**src/rtl/data_memory_arbiter.sv**
```systemverilog
// Two-port arbiter in front of the single-port Data_Memory (core load/store vs auxiliary loader/DMA).
// Combinational grant, one access per cycle; optional alternation via DMA_ARB_ROUND_ROBIN_EN.
module data_memory_arbiter #(
  parameter int DATA_W       = 32,
  parameter int ADDR_W       = 32,
  parameter int AUX_MAX_WAIT = 8
) (
  input  logic              clk,
  input  logic              reset,
  input  logic              core_req_i,
  input  logic              core_we_i,
  input  logic [ADDR_W-1:0] core_addr_i,
  input  logic [DATA_W-1:0] core_wdata_i,
  output logic              core_gnt_o,
  output logic              core_stall_o,
  output logic [DATA_W-1:0] core_rdata_o,
  output logic              core_rvalid_o,
  input  logic              aux_req_i,
  input  logic              aux_we_i,
  input  logic [ADDR_W-1:0] aux_addr_i,
  input  logic [DATA_W-1:0] aux_wdata_i,
  input  logic              aux_lock_i,
  output logic              aux_gnt_o,
  output logic [DATA_W-1:0] aux_rdata_o,
  output logic              aux_rvalid_o,
  output logic              Mem_Read_o,
  output logic              Mem_Write_o,
  output logic [ADDR_W-1:0] Address_o,
  output logic [DATA_W-1:0] Write_Data_o,
  input  logic [DATA_W-1:0] Read_Data_i
);

  typedef enum logic [1:0] {IDLE, CORE_OWN, AUX_OWN, AUX_LOCK} state_t;

  localparam logic [7:0] MAX_WAIT = 8'(AUX_MAX_WAIT);

  state_t      state;
  logic [7:0]  aux_wait;
  logic        core_rvalid_q;
  logic        aux_rvalid_q;
  logic        lock_hold;
  logic        aged;
  logic        aux_pick;
  logic        core_gnt;
  logic        aux_gnt;

`ifdef DMA_ARB_ROUND_ROBIN_EN
  logic        last_gnt;  // 1 = aux was granted last
`endif

  always_comb begin
    lock_hold = (state == AUX_LOCK) & aux_req_i & aux_lock_i;
    aged      = (aux_wait == MAX_WAIT);
`ifdef DMA_ARB_ROUND_ROBIN_EN
    aux_pick  = aux_req_i & (~core_req_i | aged | ~last_gnt);
`else
    aux_pick  = aux_req_i & (~core_req_i | aged);
`endif
    // reset gating keeps any write from reaching memory while reset is high
    aux_gnt   = ~reset & (lock_hold | aux_pick);
    core_gnt  = ~reset & ~lock_hold & ~aux_pick & core_req_i;
  end

  assign core_gnt_o   = core_gnt;
  assign aux_gnt_o    = aux_gnt;
  assign core_stall_o = core_req_i & ~core_gnt;

  assign Mem_Write_o  = (core_gnt & core_we_i) | (aux_gnt & aux_we_i);
  assign Mem_Read_o   = (core_gnt & ~core_we_i) | (aux_gnt & ~aux_we_i);
  assign Address_o    = core_gnt ? core_addr_i  : (aux_gnt ? aux_addr_i  : '0);
  assign Write_Data_o = core_gnt ? core_wdata_i : (aux_gnt ? aux_wdata_i : '0);

  // a read granted just before reset rises must not surface as rvalid
  assign core_rvalid_o = core_rvalid_q & ~reset;
  assign aux_rvalid_o  = aux_rvalid_q & ~reset;

  always_ff @(posedge clk) begin
    if (reset) begin
      state         <= IDLE;
      aux_wait      <= 8'd0;
      core_rvalid_q <= 1'b0;
      aux_rvalid_q  <= 1'b0;
      core_rdata_o  <= '0;
      aux_rdata_o   <= '0;
`ifdef DMA_ARB_ROUND_ROBIN_EN
      last_gnt      <= 1'b1;
`endif
    end else begin
      if (aux_gnt)
        state <= aux_lock_i ? AUX_LOCK : AUX_OWN;
      else if (core_gnt)
        state <= CORE_OWN;
      else
        state <= IDLE;

      if (~aux_req_i | aux_gnt)
        aux_wait <= 8'd0;
      else if (aux_wait != MAX_WAIT)
        aux_wait <= aux_wait + 8'd1;

      core_rvalid_q <= core_gnt & ~core_we_i;
      aux_rvalid_q  <= aux_gnt & ~aux_we_i;
      if (core_gnt & ~core_we_i)
        core_rdata_o <= Read_Data_i;
      if (aux_gnt & ~aux_we_i)
        aux_rdata_o <= Read_Data_i;

`ifdef DMA_ARB_ROUND_ROBIN_EN
      if (aux_gnt)
        last_gnt <= 1'b1;
      else if (core_gnt)
        last_gnt <= 1'b0;
`endif
    end
  end

endmodule
```
**config.mk**
```make
export PLATFORM = sky130hd
export DESIGN_NAME = data_memory_arbiter
export DESIGN_NICKNAME = d
export VERILOG_FILES = /design/src/rtl/data_memory_arbiter.sv
export SDC_FILE = /design/constraint.sdc
export NUM_CORES = 1
export LEC_CHECK = 0
export CELL_PAD_IN_SITES_DETAIL_PLACEMENT = 2
export CELL_PAD_IN_SITES_GLOBAL_PLACEMENT = 2
export CORE_AREA = 2 2 117 119
export CTS_CLUSTER_DIAMETER = 150
export DETAILED_ROUTE_END_ITERATION = 12
export DIE_AREA = 0 0 119 121
export DONT_BUFFER_PORTS = 1
export PLACE_DENSITY = 0.7
export SYNTH_ARGS = -nofsm -noshare
export SYNTH_HDL_FRONTEND = slang
export SYNTH_SLANG_ARGS = --single-unit
```
**constraint.sdc**
```tcl
create_clock -name clk -period 2.4 [get_ports clk]
set_input_delay 0.12 -clock clk [delete_from_list [all_inputs] [get_ports clk]]
set_output_delay 0.12 -clock clk [all_outputs]
set_load 0.005 [all_outputs]
```
### Word level (Yosys, flattened, before mapping)

Cells that the tools add are included.

* $add $sub $neg: 1
* eq/ne operators: 3
* muxes and demuxes: 7
* bitwise operators: 27
* reductions and logical operators: 1

Operators with widths (count)
* 2-to-1 mux 32 bit: 4
* AND 1 bit: 14
* adder 8 x 1 -> 8 bit (second input constant): 1
* equality test 8 x 4 -> 1 bit (second input constant): 1
* != test 8 x 4 -> 1 bit (second input constant): 1
* NOT 1 bit: 8
* OR 1 bit: 5
* equality test 2 bit (second input constant): 1
* 2-to-1 mux 1 bit: 2
* 2-to-1 mux 2 bit: 1
* OR reduction 2 bit: 1

* register bits after elaboration: 76
* input port bits: 167

### Longest topological paths before layout

Gate-level depths: netlist (run 1).

* depth in word-level cells: 9
* gate-level depth with buffers: 9
* gate-level depth less buffers: 6

### Worst setup path after synthesis (run 1)

No wires, ideal clock.

* path kind: flip-flop to output port
* start point: register aux_wait[0]
* end point: output Write_Data_o[10]
* arrival: 1786 ps
* required time: 2280 ps
* path slack: 494 ps
* cell stages (with the launch flop): 10
* buffers on the path: 3
* path through: dfxtp_1 -> inv_1 -> ha_1 -> nor4b_4 -> a211oi_1 -> buf_2 -> nor3b_2 -> buf_4 -> buf_6 -> a22o_1

* word-level cells in the longest chain between the ends: 7
* elaborated cells between the ends (all ways): 10
* those cells by class: 1 x eq/ne; 2 x mux; 7 x bitwise

RTL lines
* start, declared: RTL line 38 `logic [7:0] aux_wait;`
* start signal, assigned: RTL line 99 `aux_wait <= aux_wait + 8'd1;`
* equality test 8 x 4 -> 1 bit (*): RTL line 53 `aged = (aux_wait == MAX_WAIT);`
* OR 1 bit (*): RTL line 57 `aux_pick = aux_req_i & (~core_req_i | aged);`
* AND 1 bit (*): RTL line 57
* OR 1 bit or NOT 1 bit (tied branches): RTL line 60, 61
* AND 1 bit (on tied branches): RTL line 60, 61
* 2-to-1 mux 32 bit or AND 1 bit (tied branches): RTL line 71, 61
* 2-to-1 mux 32 bit (*): RTL line 71 `assign Write_Data_o = core_gnt ? core_wdata_i : (aux_gnt ? aux_wdata_i : '0);`
* end, declared: RTL line 29 `output logic [DATA_W-1:0] Write_Data_o,`

Every way passes the cells marked *; elsewhere a longest branch is shown, timed or not.

### Final worst setup path (run 1)

* start point: register aux_wait[0]
* end point: output Address_o[9]

* word-level cells in the longest chain between the ends: 7
* elaborated cells between the ends (all ways): 10
* those cells by class: 1 x eq/ne; 2 x mux; 7 x bitwise

RTL lines
* equality test 8 x 4 -> 1 bit (*): RTL line 53
* OR 1 bit (*): RTL line 57
* AND 1 bit (*): RTL line 57
* OR 1 bit or NOT 1 bit (tied branches): RTL line 60, 61
* AND 1 bit (on tied branches): RTL line 60, 61
* 2-to-1 mux 32 bit or AND 1 bit (tied branches): RTL line 70, 61
* 2-to-1 mux 32 bit (*): RTL line 70 `assign Address_o = core_gnt ? core_addr_i : (aux_gnt ? aux_addr_i : '0);`
* end, declared: RTL line 28 `output logic [ADDR_W-1:0] Address_o,`

Marks and branches as above.

==> results of run 1 <==
[state kept, by name, indices dropped and copies added, names as in the netlist]
name and flops:
core_rdata_o 32, aux_wait 8, state 2, aux_rvalid_q 1
core_rvalid_q 1, aux_rdata_o 32
[cell usage after synthesis]
cell | count | share of area
sky130_fd_sc_hd__a211oi_1 | 1 | 0.0020
sky130_fd_sc_hd__a21boi_0 | 1 | 0.0020
sky130_fd_sc_hd__a21o_1 | 1 | 0.0020
sky130_fd_sc_hd__a21oi_1 | 64 | 0.086
sky130_fd_sc_hd__a22o_1 | 65 | 0.15
sky130_fd_sc_hd__a22oi_1 | 1 | 0.0020
sky130_fd_sc_hd__and2_1 | 2 | 0.0033
sky130_fd_sc_hd__and3_1 | 5 | 0.0084
sky130_fd_sc_hd__buf_1 | 1 | 0.0010
sky130_fd_sc_hd__buf_2 | 10 | 0.013
sky130_fd_sc_hd__buf_4 | 1 | 0.0020
sky130_fd_sc_hd__buf_6 | 2 | 0.0060
sky130_fd_sc_hd__clkbuf_1 | 35 | 0.035
sky130_fd_sc_hd__dfxtp_1 | 76 | 0.41
sky130_fd_sc_hd__ha_1 | 2 | 0.0067
sky130_fd_sc_hd__inv_1 | 5 | 0.0050
sky130_fd_sc_hd__nand2_1 | 3 | 0.0030
sky130_fd_sc_hd__nand3_1 | 39 | 0.052
sky130_fd_sc_hd__nand4_1 | 2 | 0.0033
sky130_fd_sc_hd__nor2_1 | 11 | 0.011
sky130_fd_sc_hd__nor2b_1 | 2 | 0.0033
sky130_fd_sc_hd__nor3b_1 | 2 | 0.0040
sky130_fd_sc_hd__nor3b_2 | 2 | 0.0067
sky130_fd_sc_hd__nor4b_4 | 1 | 0.0064
sky130_fd_sc_hd__o21a_1 | 1 | 0.0020
sky130_fd_sc_hd__o21ai_0 | 64 | 0.086
sky130_fd_sc_hd__or3b_1 | 27 | 0.063
sky130_fd_sc_hd__or3b_2 | 5 | 0.012
sky130_fd_sc_hd__xnor2_1 | 1 | 0.0023
sky130_fd_sc_hd__xor2_1 | 5 | 0.012
[power by group]
part           total, mW  internal (mW)  switching (mW)  leakage (nW)
logic              0.361          0.162           0.200         0.855
clock network       1.32          0.784           0.536         0.138
registers           1.33           1.30          0.0332         0.619
[per-layer routing]
metal  vias to the layer above  GRT usage  wire length (um)
met1                      1957      0.292              7270
met2                       193      0.445              9740
li1                       1666          -                 -
met5                         -          0                24
met3                        13      0.105              2000
met4                         4     0.0454               121
[worst reg2reg max path, cell delays in order (launching register included)]
cell and delay [ps]:
sky130_fd_sc_hd__dfxtp_4 360, sky130_fd_sc_hd__inv_1 60, sky130_fd_sc_hd__ha_1 140, sky130_fd_sc_hd__nor4b_4 220
sky130_fd_sc_hd__nand3_1 220, sky130_fd_sc_hd__buf_4 330, sky130_fd_sc_hd__a22oi_1 200, sky130_fd_sc_hd__dlygate4sd3_1 580
sky130_fd_sc_hd__nor2_1 40
[timing repair]
action / 4_1_cts / 5_1_grt
buffers inserted: 0 / 3
endpoints found under the hold margin: 66 / 0
cloned: 1 / 2
hold buffers: 36 / 0
endpoints found under the setup margin: 66 / 67
pin swaps: 0 / 2
resized for setup: 5 / 9
[cell type report]
class	count	area (um^2)
fillers	1421	8450
multi-input cells	308	2030
flip-flops and latches	76	1530
repair buffers	50	542
clock buffers	13	270
well taps	176	220
clock inverters	3	20.0
inverters	5	18.8
diodes	3	7.51
[placed cells by master (no fill, tap or decap), types with 3 or more instances in the layout]
cell / netlist / layout
sky130_fd_sc_hd__diode_2: 0 / 3
sky130_fd_sc_hd__clkbuf_8: 0 / 3
sky130_fd_sc_hd__nand3_1: 39 / 39
sky130_fd_sc_hd__a22o_1: 65 / 63
sky130_fd_sc_hd__inv_1: 5 / 5
sky130_fd_sc_hd__or3b_2: 5 / 5
sky130_fd_sc_hd__clkbuf_16: 0 / 10
sky130_fd_sc_hd__nor2_1: 11 / 11
sky130_fd_sc_hd__dfxtp_1: 76 / 74
sky130_fd_sc_hd__buf_4: 1 / 9
sky130_fd_sc_hd__o21ai_0: 64 / 64
sky130_fd_sc_hd__or3b_1: 27 / 27
sky130_fd_sc_hd__xor2_1: 5 / 5
sky130_fd_sc_hd__dlygate4sd3_1: 0 / 35
sky130_fd_sc_hd__buf_12: 0 / 3
sky130_fd_sc_hd__a21oi_1: 64 / 64
sky130_fd_sc_hd__and3_1: 5 / 4
[metrics by stage]
| step | instances | hold slack (ps) | setup TNS (ps) | setup WS (ps) |
|---|---|---|---|---|
| 5_1_grt | 631 | 18.4 | -197 | -18.0 |
| 6_report | 634 | 18.4 | 0 | 83.7 |
| 2_1_floorplan | 437 | 268 | 0 | 494 |
| 3_5_place_dp | 573 | 197 | -70.6 | -53.4 |
| 4_1_cts | 626 | 3.72 | 0 | 12.0 |
| 3_3_place_gp | 573 | 195 | 0 | 110 |
[kinds of logic (layout without fill, tap and decap cells)]
logic type	after synthesis	count (layout)	synth area share
compound gates	198	198	0.333
xor+xnor	6	6	0.0140
fa+ha+maj	2	2	0.00669
buf+inv	54	71	0.0625
flops	76	76	0.407
other cells	0	3	0
simple gates	101	102	0.177
[path summary, 6_finish.rpt]
kind | endpoint | depth (start not counted)
max | Address_o[9] | 9
min reg2reg | aux_wait[0] | 1
max reg2reg | state[0] | 8
min | aux_rdata_o[16] | 2
==> reports/metrics.cfg, run 1 <==
[cts]
tritoncts=done
clock_insertion_delay_worst_skew_ps=340
clock_tree.htree_level_count=3
cts_root_buffer=sky130_fd_sc_hd__clkbuf_16
clock_sink_count=76
cts_buffers=9
clk_pin_slew_worst_paths_ps=60
cts.path.max_buffers=2

[finish]
layout.cell_area.non_filler_mm2=0.00464
layout.core_utilization=0.354
final_layout_size_suffix_gt1_frac=0.101
syn2layout_area_growth_pct=23.9
finalNetCount=619

[routing]
detail_route.iter0.violations=217
route.detailed.vias_per_inst=6.05
ant_nets=0
post_drt_wl_per_cell_um=30.2
count_of_tritonroute_iterations_in_the_first_routing_pass=4
route.final.wire_length_um=19200
routed-via-count=3833
drc=0

[setup_path]
worst_r2r_startpoint=aux_wait[0]
crit_buf_inv=4
worst-endpoint-required_ps=2280
worst_setup_path_start_kind=flop
timing.critical_path.mode_cell=sky130_fd_sc_hd__buf_4
crit_type=flop to primary output
worstPathMaxFanout=19
critPathLaunch=aux_wait[0]
cp.arrival_ps=2200
timing.critical_path.slowest_stage_cell=sky130_fd_sc_hd__dfxtp_4
sequence_of_cells_on_the_critical_path=inv_1 > ha_1 > nor4b_4 > buf_4 > a211oi_4 > nor3b_4 > buf_4 > clkbuf_16 > a22o_2
critPathCaptureType=primary output
rrSetupSlack_ps=140
crit_family=compound AO/OA/AOI/OAI gates
peak_per_stage_delay_on_the_critical_path_ps=370

[logic_synthesis]
syn_area_per_cell_um2=8.56
ys_seq_elements=76
synth_fp_nets=606
synth.lib_cells_used.distinct=30
yosysWarningCount=0
synth-seq-area-share=0.407
netlist_instances=437
synth.cell_area_mm2=0.00374

[hold_path]
min_from=Read_Data_i[16]
hold_path.class=input port to flop

[sta]
fmax_mhz=432
fin_crit_ps=2320
hold_viol_final=0
slew_headroom=0.449
timing.final.crit_share=0.965
setup_violations=0
worst-slew-pin-transition_ps=824
fin_skew_ps=6.23
maxSlewViolCount=0

[place]
gp_congestion=1.05
placed_cell_area_mm2=0.00386
place.detailed.hpwl_um=13400
port-buffer-count=0

[floorplanning]
rows=42
io-pin-count=302
die_w_um=119
initial_core_util=0.286
die-area_mm2=0.0144
die_height_um=121
core_area_mm2=0.0131

[grt]
grt_pass1_wl_um=27200
grt_usage=0.254
grt.overflow.total=0
grt_pass1_vias=3975
grt_antenna_before_repair=3
grt_max_degree=69

[power_and_ir_drop]
totalPowerFinal_mw=3.02
powerDensity_mw_per_mm2=650
total_leakage_power_nw=1.61
vdd.ir_drop.worst_mv=0.292

[flow_run]
drv.max_cap_violation_count=0

[status]
outcome=complete, no violations

Power figures use the tool's default switching activity.
==> inputs of run 2 (changes only) <==
--- a/config.mk
+++ b/config.mk
@@ -13,6 +13,7 @@
 export DIE_AREA = 0 0 119 121
 export DONT_BUFFER_PORTS = 1
 export PLACE_DENSITY = 0.7
+export RECOVER_POWER = 100
 export SYNTH_ARGS = -nofsm -noshare
 export SYNTH_HDL_FRONTEND = slang
 export SYNTH_SLANG_ARGS = --single-unit
==> run 2 against run 1 <==
Against the previous run:
- design area is 0.11% lower
- die area is the same
- largest cell class unchanged
- combinational power is essentially flat
==> reports/metrics.cfg, run 2 (same netlist as run 1, synthesis figures left out) <==
[hold_path]
hold_end=aux_rdata_o[28]
min_from=Read_Data_i[28]
cell_depth_of_the_worst_hold_path=2
hold_path.class=input port to flop

[finish]
multi_input_comb_area_mm2=0.00203
register_area_mm2=0.00153
commonest_non_fill_non_tap_cells_in_the_layout=74 x sky130_fd_sc_hd__dfxtp_1, 64 x sky130_fd_sc_hd__o21ai_0, 64 x sky130_fd_sc_hd__a21oi_1
finalNetCount=619
layout_commonest_cell=sky130_fd_sc_hd__dfxtp_1
fillCellCount=1424
syn2layout_area_growth_pct=23.8
final_layout_size_suffix_gt1_frac=0.0967
biggestRegsByFlops=aux_rdata_o: 32 flops, core_rdata_o: 32 flops, aux_wait: 8 flops
finalNonFillerCells=635

[setup_path]
worstPathMaxFanout=19
timing.reg2reg.worst_path_depth=8
sequence_of_cells_on_the_critical_path=inv_1 > ha_1 > nor4b_4 > buf_4 > a211oi_4 > nor3b_4 > buf_4 > clkbuf_16 > a22o_2
critPathCaptureType=primary output
worst_setup_path_start_kind=flop
crit_type=flop to primary output
rrSetupSlack_ps=150
timing.critical_path.mode_cell=sky130_fd_sc_hd__buf_4
worst_r2r_startpoint=aux_wait[0]
cp.arrival_ps=2190
worst-endpoint-required_ps=2280
timing.critical_path.slowest_stage_cell=sky130_fd_sc_hd__dfxtp_4
peak_per_stage_delay_on_the_critical_path_ps=370
regToRegEndpoint=state[0]

[floorplanning]
rows=42
die_height_um=121
die-area_mm2=0.0144
io-pin-count=302
initial_core_util=0.286
die_w_um=119
core_area_mm2=0.0131

[routing]
route.final.wire_length_um=19100
route.detailed.vias_per_inst=6.00
routed-via-count=3812
ant_nets=0
count_of_tritonroute_iterations_in_the_first_routing_pass=4
post_drt_wl_per_cell_um=30.0
drc=0
detail_route.iter0.violations=222

[power_and_ir_drop]
total_leakage_power_nw=1.60
powerDensity_mw_per_mm2=651
vdd.ir_drop.worst_mv=0.292
totalPowerFinal_mw=3.02

[sta]
fmax_mhz=433
fin_skew_ps=6.88
timing.final.crit_share=0.962
fin_crit_ps=2310
worst-slew-pin-transition_ps=824
setup_violations=0
maxSlewViolCount=0
hold_viol_final=0
slew_headroom=0.449

[grt]
grt_pass1_wl_um=27200
grt.overflow.total=0
grt_antenna_before_repair=3
grt_usage=0.254
grt_max_degree=69
grtUsageMet1=0.292
gr-usage-met2=0.445
grt_busiest_layer=met2
grt_pass1_vias=3975
met3_usage_in_global_routing=0.105

[cts]
cts.path.max_buffers=2
tritoncts=done
clk_pin_slew_worst_paths_ps=60
cts_buffers=9
clock_sink_count=76
clock_insertion_delay_worst_skew_ps=340
clock_tree.htree_level_count=3
cts_root_buffer=sky130_fd_sc_hd__clkbuf_16

[status]
outcome=complete, no violations

[place]
gp_congestion=1.05
port-buffer-count=0
place_inst=573
place.detailed.hpwl_um=13400

[flow_run]
drv.max_cap_violation_count=0

==> run 2: changes by cell type in the layout (fill, tap and decap cells not counted) <==
cell,before,now
sky130_fd_sc_hd__buf_4,9,7
sky130_fd_sc_hd__clkbuf_1,1,3
sky130_fd_sc_hd__diode_2,3,4
==> run 2: per-layer routing <==
metal / wire, um / share of wire
met1: 7120 / 0.37
met5: 24 / 0.0013
met4: 121 / 0.0063
met2: 9680 / 0.51
met3: 2110 / 0.11
==> run 2: stage by stage <==
stage,hold slack (ps),instance area [um^2],utilization,setup WS [ps],setup TNS (ps)
2_1_floorplan,268,3740,-,494,0
3_3_place_gp,195,3860,0.295,110,0
3_5_place_dp,197,3860,0.295,-53.4,-70.6
4_1_cts,3.72,4550,0.348,12.0,0
5_1_grt,18.4,4620,0.353,-17.9,-189
6_report,17.9,4630,0.354,90.9,0
==> run 2: layout make-up <==
type | count | share of cell area
clock buffers | 13 | 0.0583
flip-flops and latches | 76 | 0.330
diodes | 4 | 0.00216
repair buffers | 50 | 0.115
well taps | 176 | 0.0475
multi-input cells | 308 | 0.439
inverters | 5 | 0.00405
clock inverters | 3 | 0.00432
==> run 2: power by group <==
group | internal [mW] | switching (mW)
registers | 1.30 | 0.0332
clock network | 0.784 | 0.538
logic | 0.161 | 0.199
total | 2.25 | 0.770
==> run 2: worst max-delay path, delay by kind of cell, from the launching register on <==
family                     cells  cell delay, ps
adders and majority gates      1             180
DFF                            1             370
and+or+nand+nor                2             200
buffers and inverters          4             530
AOI/OAI and AO/OA              2             560
==> run 2: how the worst max path moves through the flow <==
| stage | start | endpoint | slack [ps] | depth (start not counted) |
|---|---|---|---|---|
| after floorplan | aux_wait[0] | Write_Data_o[10] | 490 | 9 |
| after global placement | aux_wait[0] | Address_o[9] | 110 | 6 |
| after detailed placement | aux_wait[0] | Address_o[9] | -50 | 6 |
| after CTS | aux_wait[0] | Write_Data_o[10] | 10 | 8 |
| after global routing | aux_wait[0] | state[0] | -20 | 8 |
| final | aux_wait[0] | Address_o[9] | 90 | 9 |
==> run 2: what timing repair did <==
item | 4_1_cts | 5_1_grt
hold endpoints to repair | 66 | 0
setup endpoints to repair | 66 | 67
resized for setup | 5 | 9
gates cloned | 1 | 2
pin swaps | 0 | 2
setup buffers | 0 | 3
hold buffers | 36 | 0
